**config.mk**
```make
export PLATFORM = sky130hd
export DESIGN_NAME = peripheral_apb_master
export DESIGN_NICKNAME = d
export VERILOG_FILES = /design/src/rtl/peripheral_apb_master.sv
export SDC_FILE = /design/constraint.sdc
export NUM_CORES = 1
export LEC_CHECK = 0
export BUFFER_PORTS_ARGS = -buffer_cell sky130_fd_sc_hd__buf_2
export CAP_MARGIN = 20
export CORE_ASPECT_RATIO = 0.8
export CORE_MARGIN = 3
export CORE_UTILIZATION = 48
export CTS_CLUSTER_SIZE = 40
export DETAILED_ROUTE_END_ITERATION = 10
export PLACE_DENSITY = 0.75
export SYNTH_ARGS = -nofsm -noshare
export SYNTH_HDL_FRONTEND = slang
export SYNTH_SLANG_ARGS = --single-unit
```
**constraint.sdc**
```tcl
create_clock -name PCLK -period 2.6 [get_ports PCLK]
set_input_delay 0 -clock PCLK [delete_from_list [all_inputs] [get_ports PCLK]]
set_output_delay 0 -clock PCLK [all_outputs]
set_load 0.01 [all_outputs]
```
**src/rtl/peripheral_apb_master.sv**
```systemverilog
// peripheral_apb_master: APB4 initiator turning a valid/ready command stream into single APB transfers with an access timeout
//   PCLK, PRESETn             clock, asynchronous active-low reset
//   cmd_valid/cmd_ready       command handshake; cmd_addr/cmd_write/cmd_wdata/cmd_strb carry the transfer
//   rsp_valid/rsp_ready       response handshake; rsp_rdata/rsp_err/rsp_timeout carry the result
//   busy                      a transfer is in progress (not IDLE)
//   PSEL..PWDATA, PRDATA,
//   PREADY, PSLVERR           APB4 requester interface
module peripheral_apb_master #(
    parameter int PDATA_SIZE = 8,
    parameter int PADDR_SIZE = 4,
    parameter int TIMEOUT    = 16
) (
    input  logic                    PRESETn,
    input  logic                    PCLK,
    input  logic                    cmd_valid,
    output logic                    cmd_ready,
    input  logic [PADDR_SIZE-1:0]   cmd_addr,
    input  logic                    cmd_write,
    input  logic [PDATA_SIZE-1:0]   cmd_wdata,
    input  logic [PDATA_SIZE/8-1:0] cmd_strb,
    output logic                    rsp_valid,
    input  logic                    rsp_ready,
    output logic [PDATA_SIZE-1:0]   rsp_rdata,
    output logic                    rsp_err,
    output logic                    rsp_timeout,
    output logic                    busy,
    output logic                    PSEL,
    output logic                    PENABLE,
    output logic [PADDR_SIZE-1:0]   PADDR,
    output logic                    PWRITE,
    output logic [PDATA_SIZE/8-1:0] PSTRB,
    output logic [PDATA_SIZE-1:0]   PWDATA,
    input  logic [PDATA_SIZE-1:0]   PRDATA,
    input  logic                    PREADY,
    input  logic                    PSLVERR
);
    localparam int CW = TIMEOUT > 0 ? $clog2(TIMEOUT + 1) : 1;
    typedef enum logic [1:0] {IDLE, SETUP, ACCESS, RESP} state_t;
    state_t        state;
    logic [CW-1:0] cnt;
    logic          limit;
    // cnt holds the number of wait cycles already spent, so the current ACCESS cycle is cnt+1
    assign limit = TIMEOUT != 0 && cnt == CW'(TIMEOUT - 1);
    assign busy  = state != IDLE;
    always_ff @(posedge PCLK or negedge PRESETn) begin
        if (!PRESETn) begin
            state       <= IDLE;
            cnt         <= '0;
            cmd_ready   <= 1'b1;
            rsp_valid   <= 1'b0;
            rsp_rdata   <= '0;
            rsp_err     <= 1'b0;
            rsp_timeout <= 1'b0;
            PSEL        <= 1'b0;
            PENABLE     <= 1'b0;
            PADDR       <= '0;
            PWRITE      <= 1'b0;
            PSTRB       <= '0;
            PWDATA      <= '0;
        end else begin
            case (state)
                IDLE: if (cmd_valid) begin
                    PADDR     <= cmd_addr;
                    PWRITE    <= cmd_write;
                    PWDATA    <= cmd_wdata;
                    PSTRB     <= cmd_write ? cmd_strb : '0;
                    PSEL      <= 1'b1;
                    cmd_ready <= 1'b0;
                    state     <= SETUP;
                end
                SETUP: begin
                    PENABLE <= 1'b1;
                    cnt     <= '0;
                    state   <= ACCESS;
                end
                ACCESS: begin
                    // PREADY has priority over the timeout in the limit cycle
                    if (PREADY || limit) begin
                        PSEL        <= 1'b0;
                        PENABLE     <= 1'b0;
                        rsp_valid   <= 1'b1;
                        rsp_rdata   <= PREADY && !PWRITE ? PRDATA : '0;
                        rsp_err     <= PREADY ? PSLVERR : 1'b1;
                        rsp_timeout <= !PREADY;
                        state       <= RESP;
                    end else if (cnt != '1) begin
                        cnt <= cnt + 1'b1;
                    end
                end
                RESP: if (rsp_ready) begin
                    rsp_valid   <= 1'b0;
                    rsp_err     <= 1'b0;
                    rsp_timeout <= 1'b0;
                    cmd_ready   <= 1'b1;
                    state       <= IDLE;
                end
                default: state <= IDLE;
            endcase
        end
    end
endmodule
```
==> summary.md <==
| Metric | Value |
|---|---|
| Run status | `finished, final reports clean` |
| Finished Core Util | `0.757` |
| Deepest clock path buffer count | `2` |
| P&R area growth vs syn | `41.3%` |
| TritonCTS clock tree | `done` |
| Area inside the core boundary | `2960 um^2` |
| Number of H-tree levels | `2` |
| Synthesized net count | `180` |
| Insertion delay to the later sink of the worst-skew pair | `280 ps` |
| Number of hold violations in the final report | `0` |
| Type of the worst min-delay path | `in -> reg` |
| Gr usage total | `0.204` |
| Detailed Route Iter0 Violations | `57` |
| Cell type with the highest aggregate area in the netlist | `sky130_fd_sc_hd__dfrtp_1` |
| Final wirelength | `3.92 mm` |
| Proportion of register bits with asynchronous set or reset after synthesis | `1.00` |
| Die Wd | `70.2 um` |
| Via Count | `1396` |
| Power density cells | `1060 nW/um^2` |
| Capture instance of the worst register-to-register path | `cnt[0]` |
| Source of the worst hold timing path | `rsp_ready` |
| Worst setup EP type | `flip-flop` |
| Clock Root Buffer | `sky130_fd_sc_hd__clkbuf_8` |
| Arrival time of data at the critical path endpoint | `2140 ps` |
| Number of standard-cell rows in the floorplan | `17` |
| Post-detailed-route via-to-cell ratio | `5.21` |
| Leakage power | `1.11 nW` |
| Transition time at the pin with the least slew margin | `760 ps` |
| Clock tree skew after final layout | `4.50 ps` |
| Die area | `4030 um^2` |
| Post_cts resized | `0` |
| Port Buffer Count | `56` |
| Number of antenna diodes | `0` |
| Depth of the worst hold-timing path | `3` |
| TritonCTS Buffers | `5` |
| Largest net degree at the start of global routing | `36` |
| Global placer's final weighted congestion | `0.862` |
| DP Wirelength | `2.60 mm` |
| Antenna violations before repair | `0` |
| Number of setup violations in the final report | `0` |
| Slew HR | `0.494` |
| Count of distinct cell types in the synthesized netlist | `28` |
| Share of the synthesized area in the top cell type | `0.537` |
| Most used flip-flop cell after synthesis | `sky130_fd_sc_hd__dfrtp_1` |
| Congestion Overflow GR | `0` |
| Count leader, synth | `sky130_fd_sc_hd__dfrtp_1` |
| Gate count of the mapped netlist | `145` |
| Max FO, Critical Path | `7` |
| Fraction of layout cells with a size suffix above 1 | `0.352` |
| Warning count from the yosys run | `0` |
| Initial Util | `0.536` |
| Clock Sinks | `35` |
| Worst-case vdd ir drop | `705 uV` |
| Vias in the first global route | `1433` |
| Height of the chip | `57.4 um` |
| Clock transition at the register clock pins on the worst setup and hold paths after CTS | `70 ps` |
| Total negative setup slack | `0 ps` |
| Nets | `264` |
| Average wire per cell in the routed design | `14.6 um` |
| Source of the worst register-to-register timing path | `cnt[0]` |
| Critical path required time | `2770 ps` |
| Tcrit/Tclk final | `0.758` |
| RSZ-0062 raised after global routing | `false` |
| Hold Crit Endpoint | `cmd_ready` |
| Depth of the worst register-to-register path | `7` |
| Post-synthesis register bit count | `35` |
| DRC | `0` |
| Post-Syn Area per Cell | `10.9 um^2` |
| Total of max-cap violations | `0` |
| Number of detailed-routing iterations run before antenna repair | `4` |
| Top cells by count, synth | `sky130_fd_sc_hd__dfrtp_1 (34), sky130_fd_sc_hd__nand2_1 (30), sky130_fd_sc_hd__o21ai_0 (16)` |
| Wire length of the first global-routing pass | `6.52 mm` |
| Number of nets still failing antenna checks after routing | `0` |
| Worst reg2reg setup slack | `630 ps` |
| Achievable Freq | `507 MHz` |
| Filler cell count | `209` |
| I/O pin count | `57` |
| Worst setup SP type | `flip-flop` |
| Proportion of synthesized chip area in sequential cells | `0.554` |
| Synth area leaders | `sky130_fd_sc_hd__dfrtp_1 (54%), sky130_fd_sc_hd__mux2_2 (10%), sky130_fd_sc_hd__nand2_1 (7.1%)` |
| Type of the worst setup path | `reg -> reg` |
| Number of enable-type register cells in the synthesized netlist | `0` |
| Post-route minimum period | `1970 ps` |
| Synthesized cell area | `1580 um^2` |
| Pins over their slew limit | `0` |
[flip-flops by register name, summed over array words and instances (netlist names), 2 cells and up]
signal	flops
PWDATA	8
cnt	5
PADDR	4
state	2
rsp_rdata	8
[cell families after synthesis]
logic type | share of synthesized area
simple gates | 0.130
flops | 0.554
compound gates | 0.119
mux | 0.112
buf+inv | 0.0300
fa+ha+maj | 0.0553
[placed cells by master, fill, tap and decap left out]
master                          count
sky130_fd_sc_hd__buf_2             56
sky130_fd_sc_hd__dfrtp_1           34
sky130_fd_sc_hd__nand2_1           30
sky130_fd_sc_hd__dlygate4sd3_1     24
sky130_fd_sc_hd__o21ai_0           16
sky130_fd_sc_hd__mux2_2            14
sky130_fd_sc_hd__inv_1              7
sky130_fd_sc_hd__ha_1               7
sky130_fd_sc_hd__clkbuf_8           7
sky130_fd_sc_hd__nand3_1            5
sky130_fd_sc_hd__a22o_1             4
sky130_fd_sc_hd__a21oi_1            4
sky130_fd_sc_hd__nand4_1            2
sky130_fd_sc_hd__o21ai_1            2
sky130_fd_sc_hd__nand2b_1           2
sky130_fd_sc_hd__nor2_1             2
sky130_fd_sc_hd__mux2i_1            2
sky130_fd_sc_hd__and3_1             1
sky130_fd_sc_hd__nor3_4             1
sky130_fd_sc_hd__o311ai_1           1
sky130_fd_sc_hd__o311ai_0           1
sky130_fd_sc_hd__or3_1              1
sky130_fd_sc_hd__nor2_2             1
sky130_fd_sc_hd__a32o_1             1
sky130_fd_sc_hd__o22ai_1            1
sky130_fd_sc_hd__o32a_1             1
sky130_fd_sc_hd__clkbuf_1           1
sky130_fd_sc_hd__dfstp_2            1
sky130_fd_sc_hd__buf_4              1
[final cells by class]
cell class	count	area, um^2	share of cell area
Inverter	7	26.3	0.0117
Clock buffer	8	100	0.0447
Timing Repair Buffer	81	528	0.236
Sequential cell	35	877	0.392
Multi-Input combinational cell	99	659	0.295
Tap cell	38	47.5	0.0212
[routing by layer]
layer,GRT usage,share of wire
met5,0,0
met4,0.0710,0.016
met3,0.0563,0.064
met2,0.347,0.49
met1,0.249,0.42
[worst max-delay path by stage]
stage          startpoint      to  slack [ps]  depth (start not counted)
6_report           cnt[0]  cnt[0]         630                          7
5_1_grt            cnt[0]  cnt[3]         520                          6
4_1_cts            cnt[0]  cnt[0]         650                          7
3_5_place_dp       cnt[0]  cnt[0]         670                          7
3_3_place_gp       cnt[0]  cnt[0]         740                          7
2_1_floorplan      cnt[0]  cnt[0]         750                          8
[what timing repair did]
item / CTS / global route
hold buffers: 24 / 0
endpoints found under the hold margin: 56 / 0
setup buffers: 0 / 0
[worst max-delay path, stage by stage (launching register included)]
cell and delay, ps:
sky130_fd_sc_hd__dfrtp_1 430, sky130_fd_sc_hd__ha_1 240, sky130_fd_sc_hd__and3_1 210, sky130_fd_sc_hd__ha_1 310, sky130_fd_sc_hd__or3_1 370, sky130_fd_sc_hd__nand2_1 70
sky130_fd_sc_hd__o21ai_1 60, sky130_fd_sc_hd__a22o_1 180
[metrics by stage]
stage	instances	total power (W)	area (um^2)	hold slack [ps]	worst slack [ps]
2_1_floorplan	145	0.00152	1580	-296	753
3_3_place_gp	236	0.00185	1900	115	742
3_5_place_dp	236	0.00191	1900	118	670
4_1_cts	268	0.00236	2240	16.2	655
5_1_grt	268	0.00253	2240	42.6	521
6_report	268	0.00236	2240	21.7	629
[where the power goes]
| group | leakage [nW] | internal, W | switching, W |
|---|---|---|---|
| Combinational | 0.624 | 0.000445 | 0.000569 |
| Sequential | 0.436 | 0.000788 | 0.000138 |
| Clock | 0.0515 | 0.000242 | 0.000181 |
| Total | 1.11 | 0.00147 | 0.000888 |
No activity file was read; power rests on OpenSTA's default activity.
